--- config.mk ---
export PLATFORM = sky130hd
export DESIGN_NAME = uart_tx_framer
export DESIGN_NICKNAME = d
export VERILOG_FILES = /design/src/rtl/uart_pkg.sv /design/src/rtl/uart_tx_shifter.sv /design/src/rtl/uart_tx_framer.sv
export SDC_FILE = /design/constraint.sdc
export NUM_CORES = 1
export LEC_CHECK = 0
export BUFFER_PORTS_ARGS = -buffer_cell sky130_fd_sc_hd__buf_2
export CAP_MARGIN = 5
export CORE_AREA = 2 2 63 65
export DETAILED_ROUTE_END_ITERATION = 6
export DIE_AREA = 0 0 65 67
export HOLD_SLACK_MARGIN = 0.08
export SYNTH_ARGS = -nofsm -noshare
export SYNTH_HDL_FRONTEND = slang
export SYNTH_SLANG_ARGS = --single-unit
--- constraint.sdc ---
create_clock -name clk -period 1.97 [get_ports clk]
set_input_delay 0.2955 -clock clk [delete_from_list [all_inputs] [get_ports clk]]
set_output_delay 0.2955 -clock clk [all_outputs]
set_load 0.01 [all_outputs]
--- src/rtl/uart_pkg.sv ---
// Shared definitions for the UART transmit path: parity modes and framer state encoding.
package uart_pkg;

    localparam logic [1:0] PAR_NONE = 2'b00;
    localparam logic [1:0] PAR_EVEN = 2'b01;
    localparam logic [1:0] PAR_ODD  = 2'b10;

    typedef enum logic [2:0] {
        ST_IDLE   = 3'd0,
        ST_START  = 3'd1,
        ST_DATA   = 3'd2,
        ST_PARITY = 3'd3,
        ST_STOP   = 3'd4
    } state_e;

    // The reserved mode 2'b11 falls through to "no parity bit".
    function automatic logic par_enabled(input logic [1:0] mode);
        return (mode == PAR_EVEN) || (mode == PAR_ODD);
    endfunction

endpackage

--- src/rtl/uart_tx_shifter.sv ---
// Data shift register, bit counter and word parity for the UART framer.
// Strobes come from the framer FSM; this block makes no sequencing decisions.
module uart_tx_shifter #(
    parameter int DATA_BITS = 8,
    parameter int CNT_W     = 4
) (
    input  logic                 clk,
    input  logic                 rst,
    input  logic                 load_i,
    input  logic                 clr_cnt_i,
    input  logic                 shift_i,
    input  logic [DATA_BITS-1:0] data_i,
    output logic                 cur_bit_o,
    output logic                 next_bit_o,
    output logic                 last_bit_o,
    output logic                 parity_o
);

    logic [DATA_BITS-1:0] shift_q, shift_d;
    logic [CNT_W-1:0]     bit_cnt_q, bit_cnt_d;
    logic                 par_q, par_d;

    always_comb begin
        shift_d   = shift_q;
        bit_cnt_d = bit_cnt_q;
        par_d     = par_q;
        if (load_i) begin
            shift_d = data_i;
            par_d   = ^data_i;
        end else if (shift_i) begin
            shift_d   = {1'b0, shift_q[DATA_BITS-1:1]};
            bit_cnt_d = bit_cnt_q + CNT_W'(1);
        end
        if (clr_cnt_i) begin
            bit_cnt_d = '0;
        end
    end

    always_ff @(posedge clk) begin
        if (rst) begin
            shift_q   <= '0;
            bit_cnt_q <= '0;
            par_q     <= 1'b0;
        end else begin
            shift_q   <= shift_d;
            bit_cnt_q <= bit_cnt_d;
            par_q     <= par_d;
        end
    end

    assign cur_bit_o  = shift_q[0];
    assign next_bit_o = shift_q[1];
    assign last_bit_o = (bit_cnt_q == CNT_W'(DATA_BITS - 1));
    assign parity_o   = par_q;

endmodule

--- src/rtl/uart_tx_framer.sv ---
// UART transmit framer: one-word holding register, config latch, frame FSM and registered tx.
// state | meaning: IDLE line high | START start bit | DATA data bits | PARITY parity bit | STOP stop bit(s)
module uart_tx_framer
    import uart_pkg::*;
#(
    parameter int DATA_BITS = 8,
    parameter int CNT_W     = 4
) (
    input  logic                 clk,
    input  logic                 rst,
    input  logic                 tx_clk_en,
    input  logic                 in_valid,
    output logic                 in_ready,
    input  logic [DATA_BITS-1:0] data_in,
    input  logic [1:0]           cfg_parity,
    input  logic                 cfg_stop2,
    output logic                 tx,
    output logic                 tx_busy,
    output logic                 frame_done
);

    state_e               state_q, state_d;
    logic                 tx_q, tx_d;
    logic                 hold_valid_q, hold_valid_d;
    logic [DATA_BITS-1:0] hold_data_q, hold_data_d;
    logic [1:0]           par_mode_q, par_mode_d;
    logic                 stop2_q, stop2_d;
    logic                 stop_cnt_q, stop_cnt_d;

    logic load, clr_cnt, shift, done, accept;
    logic cur_bit, next_bit, last_bit, word_par;

    uart_tx_shifter #(
        .DATA_BITS (DATA_BITS),
        .CNT_W     (CNT_W)
    ) u_shifter (
        .clk        (clk),
        .rst        (rst),
        .load_i     (load),
        .clr_cnt_i  (clr_cnt),
        .shift_i    (shift),
        .data_i     (hold_data_q),
        .cur_bit_o  (cur_bit),
        .next_bit_o (next_bit),
        .last_bit_o (last_bit),
        .parity_o   (word_par)
    );

    assign in_ready = ~hold_valid_q & ~rst;
    assign accept   = in_valid & in_ready;

    always_comb begin
        state_d    = state_q;
        tx_d       = tx_q;
        stop_cnt_d = stop_cnt_q;
        load       = 1'b0;
        clr_cnt    = 1'b0;
        shift      = 1'b0;
        done       = 1'b0;
        if (tx_clk_en) begin
            unique case (state_q)
                ST_IDLE: begin
                    tx_d = 1'b1;
                    if (hold_valid_q) begin
                        state_d = ST_START;
                        tx_d    = 1'b0;
                        load    = 1'b1;
                    end
                end
                ST_START: begin
                    state_d = ST_DATA;
                    tx_d    = cur_bit;
                    clr_cnt = 1'b1;
                end
                ST_DATA: begin
                    if (!last_bit) begin
                        shift = 1'b1;
                        tx_d  = next_bit;
                    end else if (par_enabled(par_mode_q)) begin
                        state_d = ST_PARITY;
                        tx_d    = (par_mode_q == PAR_ODD) ? ~word_par : word_par;
                    end else begin
                        state_d    = ST_STOP;
                        tx_d       = 1'b1;
                        stop_cnt_d = 1'b0;
                    end
                end
                ST_PARITY: begin
                    state_d    = ST_STOP;
                    tx_d       = 1'b1;
                    stop_cnt_d = 1'b0;
                end
                ST_STOP: begin
                    if (stop2_q && !stop_cnt_q) begin
                        stop_cnt_d = 1'b1;
                    end else begin
                        done = 1'b1;
                        // A held word chains straight into its start bit.
                        if (hold_valid_q) begin
                            state_d = ST_START;
                            tx_d    = 1'b0;
                            load    = 1'b1;
                        end else begin
                            state_d = ST_IDLE;
                            tx_d    = 1'b1;
                        end
                    end
                end
                default: begin
                    state_d = ST_IDLE;
                    tx_d    = 1'b1;
                end
            endcase
        end
    end

    always_comb begin
        hold_valid_d = hold_valid_q;
        hold_data_d  = hold_data_q;
        par_mode_d   = par_mode_q;
        stop2_d      = stop2_q;
        if (accept) begin
            hold_valid_d = 1'b1;
            hold_data_d  = data_in;
        end else if (load) begin
            hold_valid_d = 1'b0;
        end
        if (load) begin
            par_mode_d = cfg_parity;
            stop2_d    = cfg_stop2;
        end
    end

    always_ff @(posedge clk) begin
        if (rst) begin
            state_q      <= ST_IDLE;
            tx_q         <= 1'b1;
            hold_valid_q <= 1'b0;
            hold_data_q  <= '0;
            par_mode_q   <= PAR_NONE;
            stop2_q      <= 1'b0;
            stop_cnt_q   <= 1'b0;
        end else begin
            state_q      <= state_d;
            tx_q         <= tx_d;
            hold_valid_q <= hold_valid_d;
            hold_data_q  <= hold_data_d;
            par_mode_q   <= par_mode_d;
            stop2_q      <= stop2_d;
            stop_cnt_q   <= stop_cnt_d;
        end
    end

    assign tx         = tx_q;
    assign tx_busy    = (state_q != ST_IDLE) | hold_valid_q;
    assign frame_done = done & ~rst;

endmodule

==> results of run 1 <==
registers in the layout, summed over array words and instances, names as in the netlist:
register / flops
u_shifter.shift_q: 8
u_shifter.parity_o: 1
state_q: 3
tx: 1
u_shifter.bit_cnt_q: 4
stop_cnt_q: 1
par_mode_q: 2
hold_valid_q: 1
stop2_q: 1
hold_data_q: 8
kinds of logic after synthesis:
family          count (synthesis)  synth area share, %
fa+ha+maj                       2                 1.76
xor+xnor                       11                 6.76
compound gates                 39                 18.9
simple gates                   63                 22.0
buf+inv                        13                 4.21
mux                             6                 4.30
flops                          30                 42.1
stage by stage:
stage	area (µm²)	hold WS, ns
2_1_floorplan	1430	0.431
3_3_place_gp	1570	0.448
3_5_place_dp	1570	0.451
4_1_cts	1660	0.229
5_1_grt	1660	0.236
6_report	1660	0.243
cells in the final DEF (no fill, tap or decap), drive strengths merged, types with 2 or more instances in the layout:
master	instances
nor2	18
nor2b	2
nand2b	2
ha	2
a21oi	21
buf	22
clkbuf	6
nand3b	2
or3b	2
a211oi	2
inv	6
nand2	28
xor2	3
mux2i	5
dfxtp	30
a22oi	8
xnor2	8
final cells by class:
class                   count  area share, %
multi-input cells         121           46.0
flip-flops and latches     30           36.1
repair buffers             22           7.22
clock buffers               6           4.97
well taps                  48           3.61
inverters                   6           1.35
clock inverters             2          0.752
worst register-to-register path: stages, from the launching register on:
cell and delay (ns):
dfxtp_1 0.46, or3b_4 0.46, nor3_4 0.29, nor2_1 0.19, a22oi_1 0.19, nor2_1 0.05
worst paths after layout:
check,startpoint,end,slack (ns),depth (start not counted)
worst max-delay path,state_q[0],frame_done,0.18,4
worst min-delay path,data_in[0],hold_data_q[0],0.24,3
worst max register to register,state_q[1],u_shifter.shift_q[7],0.20,5
worst min register to register,u_shifter.shift_q[2],u_shifter.shift_q[2],0.46,2
power breakdown:
| part | switching (µW) | internal [µW] | leakage (µW) |
|---|---|---|---|
| Combinational | 126 | 101 | 0.000333 |
| Sequential | 29.4 | 637 | 0.000244 |
| Clock | 236 | 280 | 0.0000472 |
layer usage:
metal  vias to the layer above  track usage (%)  share of wire [%]
met4                         0             9.31                2.2
met3                         4             5.74                4.2
met1                       563             17.0                 45
met5                         -                0                  0
li1                        608                -                  -
met2                        24             27.3                 48
==> flow_summary.ini, run 1 <==
[status]
outcome = complete, no violations

[clocking]
cts_buffer_depth = 2
cts_resized = 0
cts_root_buffer = clkbuf_8
cts_tree = built
cts.reportedPaths.clkPinSlew_ns = 0.07
cts_setup_buffers = 0
numClockSinks = 30
worstSkewPairLatency_ns = 0.28
htree_levels = 2
cts_hold_buf = 0
cts_made_buffers = 5

[drt]
drt_iter0_drc = 50
drtAntennaViolNets = 0
wl_per_cell_um = 12.5
first_pass_iters = 4
via_per_inst = 5.10
wl_um = 2940
post-route-drc-count = 0
vias = 1199

[yosys]
syn_avg_cell_area_um2 = 8.69
syn_nets = 181
synth_top_area_share_pct = 42.1
ys_seq_elements = 30
synthesis.area_um2 = 1430
yosys_warnings = 0
synth_ff_type = dfxtp_1
synth_common_cells = dfxtp_1 (30), nand2_1 (27), a21oi_1 (21), nor2_1 (17)
ys_async_sr_fraction_pct = 0
synth_edf_count = 0
synth.area.top_cells = dfxtp_1 (42%), a21oi_1 (7.4%), nand2_1 (7.1%)
ys_types = 41
ys_seq_area_share_pct = 42.1
syn_inst = 164
synth_most_common_cell = dfxtp_1
yosysTopAreaCell = dfxtp_1

[global_routing]
grt_start_max_net_pins = 30
grt.overflow.total = 0
antenna_found_initial = 0
grt_first_pass_wirelength_um = 5170
grt_pass1_vias = 1216
grt_usage_pct = 16.0

[cells_and_area]
fin_util_pct = 46.1
diodes = 0
multiInputGateArea_um2 = 764
seqCellArea_um2 = 601
num-fill-cells = 366
stdcell_count = 235
area_growth_syn_to_layout_pct = 16.7
nNetsFinal = 203
drive_gt1_share_pct = 20.3

[sta]
rsz0062_at_grt = false
worstMarginPinSlew_ns = 0.555
post-route-period-util_pct = 91.1
clock.fmax_mhz = 557
drv_slew = 0
setup_tns_ns = 0
finalHoldViolCount = 0
finalClockSkew_ns = 0.0107
worst_slack_ns = 0.176
relSlewSlack_pct = 62.9
setup_viol = 0
min_period_ns = 1.79

[pwr]
total_power_uw = 1410
p_leak_uw = 0.000624
power.density_nw_per_um2 = 848
vdd_drop_max_uv = 485

[critical_path]
crit_path_max_fanout = 8
crit_path_top_delay_cell = dfxtp_1
crit_type = reg2out
cp-end-kind = output pin
crit_path_cell_trace = nor2_1 -> nand2_1 -> nor4_1 -> buf_2
cp_num_buf_inv = 1
worst_ep_arrival_time_ns = 1.50
cpLargestDelayFamily = simple AND/OR/NAND/NOR gates
cp-start-kind = flip-flop
cp.required_ns = 1.67
slowest_delay_ns = 0.39

[place]
place_congestion = 0.806
portBuffers = 18
dp_hpwl_um = 2100
pre_cts_ws_ns = 0.212
place.detailed.instances = 227

[floorplan]
initial_core_util_pct = 39.5
row_count = 22
core_area_um2 = 3610
die_h_um = 67
die-area_um2 = 4360
num_io_pins = 19
die_w_um = 65

[run]
maxCapViolCount = 0

[hold_path]
hp-class = in2reg
(Power assumes the default switching activity.)
==> inputs of run 2 (changes only) <==
BUFFER_PORTS_ARGS = unset   (was -buffer_cell sky130_fd_sc_hd__buf_2)
DONT_BUFFER_PORTS = 1   (was unset)
SLEW_MARGIN = 10   (was unset)
==> flow_summary.ini, run 2 (synthesized netlist as in run 1, its figures left out) <==
[status]
outcome = complete, no violations

[sta]
relSlewSlack_pct = 37.8
rsz0062_at_grt = false
post-route-period-util_pct = 91.0
finalHoldViolCount = 0
clock.fmax_mhz = 558
worstMarginPinSlew_ns = 0.930
drv_slew = 0
setup_viol = 0
finalClockSkew_ns = 0.00465
min_period_ns = 1.79
setup_tns_ns = 0
timing.hold.ws_ns = 0.114

[floorplan]
initial_core_util_pct = 39.5
die_h_um = 67
row_count = 22
core_area_um2 = 3610
num_io_pins = 19
die_w_um = 65
die-area_um2 = 4360

[pwr]
vdd_drop_max_uv = 473
power.density_nw_per_um2 = 911
p_leak_uw = 0.000581

[cells_and_area]
final_common_cell = dfxtp_1
biggestRegsByFlops = hold_data_q: 8 flops, u_shifter.shift_q: 8 flops, u_shifter.bit_cnt_q: 4 flops
drive_gt1_share_pct = 12.1
diodes = 0
area_growth_syn_to_layout_pct = 14.0
layout_common_cells = dfxtp_1 (30), nand2_1 (27), a21oi_1 (21)
stdcell_count = 221
nNetsFinal = 189

[drt]
vias = 1115
wl_per_cell_um = 13.3
wl_um = 2940
drt_iter0_drc = 68
post-route-drc-count = 0
first_pass_iters = 4
via_per_inst = 5.05
drtAntennaViolNets = 0

[clocking]
htree_levels = 2
cts.reportedPaths.clkPinSlew_ns = 0.07
cts_buffer_depth = 2
worstSkewPairLatency_ns = 0.28
cts_root_buffer = clkbuf_8
cts_resized = 0
cts_tree = built
numClockSinks = 30
cts_made_buffers = 5

[place]
place.detailed.instances = 210
portBuffers = 0
dp_hpwl_um = 2060
place_congestion = 0.821

[critical_path]
ff2ff_path_depth = 5
crit_path_max_fanout = 8
crit_path_top_delay_cell = dfxtp_1
cp-end-kind = output pin
timing.rr.end = u_shifter.shift_q[7]
crit_type = reg2out
rr_startpoint = state_q[1]
cp-start-kind = flip-flop
r2r_slack_ns = 0.24
cp_num_buf_inv = 1
cp.required_ns = 1.67
worst_ep_arrival_time_ns = 1.50
crit_path_cell_trace = nor2_1 -> nand2_1 -> nor4_1 -> buf_4
slowest_delay_ns = 0.39
cpLargestDelayFamily = simple AND/OR/NAND/NOR gates

[global_routing]
grt_pass1_vias = 1073
grt_first_pass_wirelength_um = 4980
grt_usage_pct = 15.5
antenna_found_initial = 0
grt_start_max_net_pins = 24
grt.overflow.total = 0

[run]
maxCapViolCount = 0

[hold_path]
hp-start = rst
hp-class = in2reg
holdPathStages = 1
worstHoldEndpoint = tx
-- run 2: worst max-delay path by stage --
stage | from | endpoint | slack, ns | cells after the start
after global routing | state_q[0] | frame_done | 0.1 | 4
after global placement | state_q[1] | u_shifter.shift_q[7] | 0.31 | 5
final | state_q[0] | frame_done | 0.18 | 4
after CTS | state_q[0] | frame_done | 0.16 | 4
after detailed placement | state_q[1] | u_shifter.shift_q[7] | 0.25 | 5
after floorplan | state_q[1] | u_shifter.bit_cnt_q[2] | 0.42 | 6
-- run 2: power breakdown --
part           switching, µW  internal, µW  leakage, µW
clock                    234           372    0.0000579
combinational            116          90.1     0.000279
sequential              30.3           637     0.000244
total                    380          1100     0.000581
-- run 2: metrics by stage --
step / setup WS [ns] / instance area [µm²] / total power (µW) / utilization (%)
finish: 0.178 / 1620 / 1480 / 45.0
global route: 0.0956 / 1620 / 1540 / 45.0
CTS: 0.163 / 1610 / 1500 / 44.8
detailed placement: 0.251 / 1490 / 875 / 41.2
global placement: 0.312 / 1490 / 870 / 41.2
floorplan: 0.423 / 1430 / 844 / -
-- run 2: final cells by class --
| type | count | area [µm²] |
|---|---|---|
| fill | 351 | 1980 |
| tap | 48 | 60.1 |
| clock inverter | 3 | 40.0 |
| sequential | 30 | 601 |
| multi-input combinational | 121 | 764 |
| clock buffer | 5 | 68.8 |
| inverter | 6 | 22.5 |
| timing repair buffer | 8 | 67.6 |
-- run 2: worst reg2reg max path, cell delays in order, from the launching register on --
cell and delay [ns]:
dfxtp_1 0.44, or3b_4 0.46, nor3_4 0.28, nor2_1 0.19
a22oi_1 0.19, nor2_1 0.06
-- run 2: repair_timing --
item,4_1_cts,5_1_grt
endpoints found under the hold margin,23,1
buffers inserted,0,0
hold buffers,2,1
endpoints found under the setup margin,0,0
-- run 2: routing by layer --
layer	GRT usage, %	wire [µm]
met1	19.1	1330
met2	24.1	1460
met3	5.41	126
met4	7.45	24
met5	0	0
==> inputs of run 3 (changes only) <==
GPL_TIMING_DRIVEN = 0   (was unset)
==> flow_summary.ini, run 3 (synthesized netlist as in run 1, its figures left out) <==
[global_routing]
grt_usage_pct = 15.7
antenna_found_initial = 0
grt.overflow.total = 0
grt_first_pass_wirelength_um = 5060
grt_start_max_net_pins = 11
grt_pass1_vias = 1122

[critical_path]
crit_path_cell_trace = clkbuf_1 -> nand2_1 -> nor4_2
ff2ff_path_depth = 5
cp-end-kind = output pin
crit_type = reg2out
crit_path_top_delay_cell = nor4_2
crit_path_max_fanout = 10
cp-start-kind = flip-flop
cp_num_buf_inv = 1
slowest_delay_ns = 0.40
cpLargestDelayFamily = simple AND/OR/NAND/NOR gates
cp.required_ns = 1.67
path_depth = 3
worst_ep_arrival_time_ns = 1.57

[cells_and_area]
diodes = 0
multiInputGateArea_um2 = 771
nNetsFinal = 188
area_growth_syn_to_layout_pct = 12.4
num-fill-cells = 368
biggestRegsByFlops = hold_data_q: 8 flops, u_shifter.shift_q: 8 flops, u_shifter.bit_cnt_q: 4 flops
design_area_um2 = 1600
seqCellArea_um2 = 601
layout_common_cells = dfxtp_1 (30), nand2_1 (27), a21oi_1 (21)
final_common_cell = dfxtp_1
stdcell_count = 220
drive_gt1_share_pct = 11.0

[floorplan]
die_h_um = 67
die_w_um = 65
die-area_um2 = 4360
core_area_um2 = 3610
row_count = 22
initial_core_util_pct = 39.5
num_io_pins = 19

[clocking]
cts_buffer_depth = 2
htree_levels = 2
cts_setup_buffers = 0
cts_resized = 0
numClockSinks = 30
cts_hold_buf = 0
cts.reportedPaths.clkPinSlew_ns = 0.07
cts_made_buffers = 5
cts_root_buffer = clkbuf_8
worstSkewPairLatency_ns = 0.28
cts_tree = built

[drt]
via_per_inst = 5.28
wl_um = 2990
wl_per_cell_um = 13.6
post-route-drc-count = 0
vias = 1162
first_pass_iters = 4
drtAntennaViolNets = 0
drt_iter0_drc = 100

[sta]
worstMarginPinSlew_ns = 0.547
rsz0062_at_grt = false
clock.fmax_mhz = 537
setup_viol = 0
setup_tns_ns = 0
finalClockSkew_ns = 0.00493
min_period_ns = 1.86
relSlewSlack_pct = 63.5
post-route-period-util_pct = 94.6
drv_slew = 0
finalHoldViolCount = 0

[status]
outcome = complete, no violations

[place]
portBuffers = 0
place.detailed.instances = 212
place_congestion = 0.845
dpl_cell_area_um2 = 1490
dp_hpwl_um = 2180

[pwr]
power.density_nw_per_um2 = 909
p_leak_uw = 0.000559
vdd_drop_max_uv = 470
total_power_uw = 1460

[run]
maxCapViolCount = 0

[hold_path]
hp-class = in2reg
holdPathStages = 2
## run 3: worst paths after layout
check / to / slack, ns / startpoint
setup / recovery: frame_done / 0.11 / state_q[2]
hold / removal: hold_data_q[4] / 0.15 / data_in[4]
setup reg to reg: par_mode_q[0] / 0.18 / state_q[1]
hold reg to reg: u_shifter.shift_q[3] / 0.45 / u_shifter.shift_q[3]
## run 3: where the power goes
part	switching [µW]	total, µW	internal, µW
clock network	231	583	352
registers	33.8	671	637
logic	117	202	85.4
total	381	1460	1070
## run 3: final cells by class
type / count / area share, %
multi-input combinational: 121 / 48.1
clock buffer: 8 / 6.88
sequential: 30 / 37.5
tap: 48 / 3.75
inverter: 6 / 1.41
buffer: 7 / 2.34
## run 3: stage by stage
stage | util [%] | setup slack, ns | hold slack [ns]
floorplan | - | 0.423 | 0.431
global placement | 41.2 | 0.246 | 0.434
detailed placement | 41.2 | 0.180 | 0.441
CTS | 44.2 | 0.0390 | 0.136
global route | 44.4 | 0.0212 | 0.146
finish | 44.4 | 0.106 | 0.146
## run 3: layer usage
metal  vias up  share of wire [%]  track usage [%]
li1        578                  -                -
met1       545                 43             18.0
met2        33                 50             26.5
met3         6                5.7             5.41
met4         0                1.8             6.38
met5         -                  0                0
